**src/rtl/regfile_wb_sched.sv**
```systemverilog
// Y86-64 register file with a pending-write FIFO merging E/M write-backs into one array port.
// Reads bypass from pending entries the cycle after acceptance; in_ready drops when fewer than two FIFO slots are free.
module regfile_wb_sched #(
    parameter int         DEPTH = 4,
    parameter logic [3:0] RNONE = 4'hF
) (
    input  logic                         clk,
    input  logic                         rst,
    input  logic                         weE,
    input  logic [3:0]                   dstE,
    input  logic [63:0]                  valE,
    input  logic                         weM,
    input  logic [3:0]                   dstM,
    input  logic [63:0]                  valM,
    output logic                         in_ready,
    input  logic [3:0]                   srcA,
    input  logic [3:0]                   srcB,
    output logic [63:0]                  valA,
    output logic [63:0]                  valB,
    output logic                         busy,
    output logic [$clog2(DEPTH+1)-1:0]   count,
    output logic                         cmt_valid,
    output logic [3:0]                   cmt_dst,
    output logic [63:0]                  cmt_val,
    input  logic [3:0]                   dbg_sel,
    output logic [63:0]                  dbg_data
);

    localparam int PW   = $clog2(DEPTH);
    localparam int CW   = $clog2(DEPTH+1);
    localparam int NREG = 15;

    typedef enum logic {S_IDLE, S_DRAIN} state_t;

    state_t          state_q, state_d;
    logic [63:0]     rf_q   [NREG];
    logic [63:0]     rf_d   [NREG];
    logic [3:0]      fdst_q [DEPTH];
    logic [3:0]      fdst_d [DEPTH];
    logic [63:0]     fval_q [DEPTH];
    logic [63:0]     fval_d [DEPTH];
    logic [PW-1:0]   wr_ptr_q, wr_ptr_d;
    logic [PW-1:0]   rd_ptr_q, rd_ptr_d;
    logic [CW-1:0]   count_q, count_d;
    logic            cmt_valid_q, cmt_valid_d;
    logic [3:0]      cmt_dst_q, cmt_dst_d;
    logic [63:0]     cmt_val_q, cmt_val_d;

    logic            acc_e, acc_m, pop;
    logic [PW-1:0]   m_ptr;

    // Readiness comes only from registered occupancy so producers never see a we->ready loop.
    assign in_ready = (count_q <= CW'(DEPTH-2));
    assign acc_e    = in_ready && weE && (dstE != RNONE);
    assign acc_m    = in_ready && weM && (dstM != RNONE);
    assign pop      = (count_q != '0);
    assign m_ptr    = wr_ptr_q + PW'(acc_e);

    always_comb begin
        fdst_d      = fdst_q;
        fval_d      = fval_q;
        rf_d        = rf_q;
        cmt_valid_d = pop;
        cmt_dst_d   = '0;
        cmt_val_d   = '0;
        if (acc_e) begin
            fdst_d[wr_ptr_q] = dstE;
            fval_d[wr_ptr_q] = valE;
        end
        // M is younger than E, so it lands after E and wins on a shared destination.
        if (acc_m) begin
            fdst_d[m_ptr] = dstM;
            fval_d[m_ptr] = valM;
        end
        if (pop) begin
            cmt_dst_d = fdst_q[rd_ptr_q];
            cmt_val_d = fval_q[rd_ptr_q];
            if (fdst_q[rd_ptr_q] != RNONE) begin
                rf_d[fdst_q[rd_ptr_q]] = fval_q[rd_ptr_q];
            end
        end
        wr_ptr_d = wr_ptr_q + PW'(acc_e) + PW'(acc_m);
        rd_ptr_d = rd_ptr_q + PW'(pop);
        count_d  = count_q + CW'(acc_e) + CW'(acc_m) - CW'(pop);
    end

    always_comb begin
        state_d = state_q;
        case (state_q)
            S_IDLE:  if (acc_e || acc_m) state_d = S_DRAIN;
            S_DRAIN: if (count_d == '0)  state_d = S_IDLE;
            default: state_d = S_IDLE;
        endcase
    end

    always_ff @(posedge clk or posedge rst) begin
        if (rst) begin
            for (int i = 0; i < NREG; i++) rf_q[i] <= 64'(i);
            for (int i = 0; i < DEPTH; i++) begin
                fdst_q[i] <= '0;
                fval_q[i] <= '0;
            end
            wr_ptr_q    <= '0;
            rd_ptr_q    <= '0;
            count_q     <= '0;
            state_q     <= S_IDLE;
            cmt_valid_q <= 1'b0;
            cmt_dst_q   <= '0;
            cmt_val_q   <= '0;
        end else begin
            rf_q        <= rf_d;
            fdst_q      <= fdst_d;
            fval_q      <= fval_d;
            wr_ptr_q    <= wr_ptr_d;
            rd_ptr_q    <= rd_ptr_d;
            count_q     <= count_d;
            state_q     <= state_d;
            cmt_valid_q <= cmt_valid_d;
            cmt_dst_q   <= cmt_dst_d;
            cmt_val_q   <= cmt_val_d;
        end
    end

    // Scans head to tail so the youngest matching pending entry overrides older ones.
    function automatic logic [63:0] read_port(input logic [3:0] src);
        logic [63:0]   r;
        logic [PW-1:0] idx;
        r   = '0;
        idx = '0;
        if (src != RNONE) begin
            r = rf_q[src];
            for (int i = 0; i < DEPTH; i++) begin
                idx = rd_ptr_q + PW'(i);
                if ((CW'(i) < count_q) && (fdst_q[idx] == src)) r = fval_q[idx];
            end
        end
        return r;
    endfunction

    assign valA      = read_port(srcA);
    assign valB      = read_port(srcB);
    assign dbg_data  = (dbg_sel == RNONE) ? 64'd0 : rf_q[dbg_sel];
    assign busy      = (state_q == S_DRAIN);
    assign count     = count_q;
    assign cmt_valid = cmt_valid_q;
    assign cmt_dst   = cmt_dst_q;
    assign cmt_val   = cmt_val_q;

    a_count_bound: assert property (@(posedge clk) disable iff (rst) count_q <= CW'(DEPTH));

endmodule

```
**config.mk**
```make
export PLATFORM = sky130hd
export DESIGN_NAME = regfile_wb_sched
export DESIGN_NICKNAME = d
export VERILOG_FILES = /design/src/rtl/regfile_wb_sched.sv
export SDC_FILE = /design/constraint.sdc
export NUM_CORES = 2
export LEC_CHECK = 0
export BUFFER_PORTS_ARGS = -buffer_cell sky130_fd_sc_hd__buf_2
export CELL_PAD_IN_SITES_DETAIL_PLACEMENT = 1
export CELL_PAD_IN_SITES_GLOBAL_PLACEMENT = 1
export CORE_UTILIZATION = 45
export DETAILED_ROUTE_END_ITERATION = 16
export GPL_TIMING_DRIVEN = 0
export HOLD_SLACK_MARGIN = 0.06
export PLACE_DENSITY = 0.77
export RECOVER_POWER = 25
export SYNTH_ARGS = -nofsm -noshare
export SYNTH_HDL_FRONTEND = slang
export SYNTH_SLANG_ARGS = --single-unit
```
**constraint.sdc**
```tcl
create_clock -name clk -period 119.9 [get_ports clk]
set_input_delay 23.98 -clock clk [delete_from_list [all_inputs] [get_ports clk]]
set_output_delay 23.98 -clock clk [all_outputs]
set_load 0.02 [all_outputs]
```
After elaboration in Yosys (flattened, before gate mapping)
Cells that the tools add are included. W data, S select, Z words.

ROM bits: 0. Memories: 0. RAM bits: 0. Latch bits: 0. Word-level logic and storage cells: 169. Input port bits: 152. Register bits: 1309.

Reduce and logical (&&, ||, !) cells: 19. Bitwise gates (word level): 11. Add/sub/neg operators: 9. Multiply operators: 0. Muxes and demuxes: 68. Shift-type cells: 0. Div/mod/pow operators: 0. $lt $le $gt $ge: 18. Equality and inequality tests: 14.

Operator list (number): $mux W64 (29); $bwmux W960 (1); $bmux W64 S4 (3); $bmux W64 S2 (4); $bwmux W256 (2); $mux W256 (2); $demux W64 S2 (2); $demux W64 S4 (1); $mux W4 (11); $bmux W4 S2 (4); $bwmux W16 (2); $eq A4 B4 Y1 (8); $mux W16 (2); $ge A5 B5 Y1 const B (4); $ne A4 B4 Y1 const B (5); $not A4 Y5 (4); $ge A3 B3 Y1 const B (6); $not A2 Y3 (6); $demux W4 S2 (2); $logic_and A1 B1 Y1 (15); $add A2 B1 Y2 (3); $add A3 B1 Y3 (2); $lt A1 B3 Y1 const A (2); $lt A2 B3 Y1 const A (2); other kinds (14) (17).

Longest topological paths before layout
Depth after elaboration: 11. Depth in mapped cells: 12. Depth with buffers taken out: 12.

Worst setup path before layout
Ideal clock, no wire load.

Path kind: in2out. Start: in srcB[3]. End: out valB[38]. Arrival time: 26.168 ns. Path slack: 69.752 ns. Path buffers: 5. Stages: 9. Cell sequence: clkbuf_1 -> buf_2 -> buf_2 -> clkbuf_1 -> buf_1 -> o21a_1 -> a21oi_1 -> a211o_1 -> a41oi_1.

Longest elaborated chain between the ends: 9. Elaborated cells between the ends (all ways): 18.

RTL lines: start, declared (RTL line 17) `input logic [3:0] srcB,`; $not A4 Y5 (implied by the code) (RTL line 131) `r = rf_q[src];`; $bmux W64 S4 (RTL line 131); $mux W64 (implied by the code) (2 in a row) (RTL line 131); $mux W64 (4 in a row) (RTL line 134) `if ((CW'(i) < count_q) && (fdst_q[idx] == src)) r = fval_q[idx];`; $mux W64 * (RTL line 130) `if (src != RNONE) begin`; end, declared (RTL line 19) `output logic [63:0] valB,`.

Every way passes the cells marked *; elsewhere a longest branch is shown, timed or not. The select of a mux whose other input is x is not followed.

Worst setup path in the final report
Start: in srcB[3]. End: out valB[20].

The elaborated chain is that of the path after synthesis.

==> results.json <==
{
  "dieArea_sq_um": 186000,
  "clock_path_buffers": 3,
  "worst_slack_ns": 65.76,
  "dp_hpwl_microns": 318000,
  "wl_met2_microns": 179000,
  "final_common_cell": "nand2_1",
  "dr.max_layer_used": "met5",
  "crit_required_ns": 95.92,
  "portBuffers": 408,
  "setup_viol": 0,
  "critPathMaxStageDelay_ns": 1.16,
  "slew_viol_final": 720,
  "ys.flop_type": "dfrtp_1",
  "pre_cts_slack_ns": 66.24,
  "placed_area_sq_um": 88700,
  "power_density_nw_per_um2": 34.4,
  "io-pin-count": 418,
  "slew_headroom_pct": -66.6,
  "layout-drive-gt1-share_pct": 16.3,
  "outcome": "finished with violations",
  "cts_setup_buffers": 0,
  "met1Wirelength_microns": 158000,
  "areaGrowthSynthToFinish_pct": 13.0,
  "htreeDepth": 4,
  "critical_path.cell_chain": "clkbuf_2 -> buf_2 -> buf_2 -> clkbuf_1 -> clkbuf_1 -> nand4_1 -> clkbuf_1 -> o21ai_0 -> a41oi_1 -> buf_2",
  "synth_seq_cells": 1309,
  "r2r_setup_slack_ns": 113.72,
  "whs_ns": 0.500,
  "final_cells": 11800,
  "vdd_drop_max_mv": 0.0230,
  "worst_pin_slew_ns": 2.47,
  "placed_cells": 11500,
  "hold_viol_final": 0,
  "fmax_mhz": 18.5,
  "syn_area_sq_um": 83100,
  "start_util_pct": 45.3,
  "synth-edff-count": 0,
  "synth-seq-area-share_pct": 39.5,
  "critPathMaxFanout": 11,
  "nets": 9310,
  "detailroute.wirelength.met3_microns": 56100,
  "gp_congestion": 1.05,
  "numCtsBuffers": 153,
  "routedWlPerCell_microns": 36.1,
  "synth_area_leaders": "dfrtp_1 (39%), mux4_2 (15%), mux2i_1 (11%)",
  "drt_pass1_iterations": 6,
  "violations": "max-capacitance violations, max-slew violations",
  "syn_area_per_cell_sq_um": 9.70,
  "grt_antenna_before_repair": 42,
  "drtAntennaViolNets": 0,
  "ctsHoldBuffers": 0,
  "p_leak_nw": 39.6,
  "syn_nets": 8728,
  "ys.warnings.count": 0,
  "routed_wl_microns": 425000,
  "grt_max_degree": 131,
  "synth_top_area_share_pct": 38.6,
  "clock-skew-final_ns": 0.0381,
  "crit_path_start_kind": "input pin",
  "path_delay_family": "buffers and inverters",
  "chipHeight_microns": 432,
  "period_minus_slack_ns": 54.14,
  "grt_pass1_wl_microns": 601000,
  "path_buf_inv": 7,
  "fin_setup_tns_ns": 0,
  "netlist_instances": 8568,
  "die_w_microns": 432,
  "coreArea_sq_um": 183000,
  "cpMaxStageDelayCell": "nand4_1",
  "drc_errors": 0,
  "crit_type": "in -> out",
  "arrival_ns": 30.16,
  "layout_common_cells": "nand2_1 (1422), o21ai_0 (1409), dfrtp_1 (1281), mux2i_1 (885), clkbuf_1 (726)",
  "cts_tree": "yes",
  "rsz0062_at_grt": "no",
  "cp-end-kind": "primary output",
  "cts_resized": 0,
  "fin_total_pwr_mw": 3.23,
  "ys_async_sr_fraction_pct": 100,
  "dr_total_vias": 81600,
  "maxCapViolCount": 71,
  "grt_pass1_vias": 82500,
  "avgViaCountPerCell": 6.94,
  "grt_usage_pct": 44.9,
  "placementRows": 157,
  "synthDistinctLibCells": 57,
  "cts.sinks": 1309,
  "drt_iter0_drc": 11400,
  "synth_top_cell_by_area": "dfrtp_1",
  "gr-total-overflow": 0,
  "worstSkewPairLatency_ns": 0.87,
  "utilization_pct": 51.3,
  "cts_root_buf": "clkbuf_16",
  "min_period_over_period_pct": 45.2,
  "design_area_sq_um": 93900,
  "hold_class": "reg -> reg",
  "cts.reportedPaths.clkPinSlew_ns": 0.06
}
sequential cells by signal (all words and copies together), names as in the netlist, 2 cells and up:
| name | cells |
|---|---|
| rf_q | 960 |
| fval_q | 256 |
| cmt_val | 64 |
| fdst_q | 16 |
| cmt_dst | 4 |
| count | 3 |
| rd_ptr_q | 2 |
| wr_ptr_q | 2 |
worst paths after layout:
path                       cells after the start        start     endpoint
setup / recovery                              10      srcB[3]     valB[20]
hold / removal                                 1         busy         busy
setup reg to reg                               8  rd_ptr_q[1]    rf_q[957]
hold reg to reg                                1         busy         busy
max in group asynchronous                      6          rst  cmt_val[40]
min in group asynchronous                      2          rst   cmt_val[8]
Yosys cell counts, types with 74 or more instances:
library cell / instances
a21oi_1: 391
o21ai_0: 1341
a31oi_1: 125
dfrtp_1: 1281
nand2_1: 1422
nand3_1: 138
buf_1: 99
mux2i_1: 885
buf_2: 79
mux2_2: 129
mux4_2: 542
o21ai_1: 74
clkbuf_1: 691
nor2_1: 457
worst register-to-register path, cell delays in order, from the launching register on:
cell and delay (ns):
dfrtp_1 0.32, clkbuf_1 0.35, clkbuf_1 0.74, clkbuf_1 0.96
clkbuf_1 0.60, mux2_2 0.42, o21ai_0 1.83, clkbuf_1 0.61
o21ai_0 0.21
kinds of logic after synthesis:
group,count (synthesis),synth area share (%)
muxes,1558,27.1
and+or+nand+nor,2257,11.5
adders and majority gates,8,0.138
buffers and inverters,960,4.60
AOI/OAI and AO/OA,2439,16.7
DFF,1309,39.5
xor gates and xnor gates,37,0.390
layout make-up:
class / instances / area [sq um]
Antenna cell: 26 / 65.1
Fill cell: 20600 / 89300
Timing Repair Buffer: 427 / 2420
Clock inverter: 60 / 828
Tap cell: 2464 / 3080
Multi-Input combinational cell: 6299 / 46500
Inverter: 74 / 285
Clock buffer: 216 / 4400
Sequential cell: 1309 / 32800
Buffer: 886 / 3550
per-layer routing:
metal | vias up | GRT usage (%)
met2 | 5940 | 64.6
met1 | 41800 | 57.3
li1 | 32500 | -
met4 | 32 | 28.6
met5 | - | 0
met3 | 1398 | 16.1
power breakdown:
group / switching (mW) / internal (mW) / total, mW
clock: 0.218 / 0.283 / 0.501
combinational: 1.27 / 0.584 / 1.86
sequential: 0.216 / 0.660 / 0.876
No activity file was read; power rests on OpenSTA's default activity.
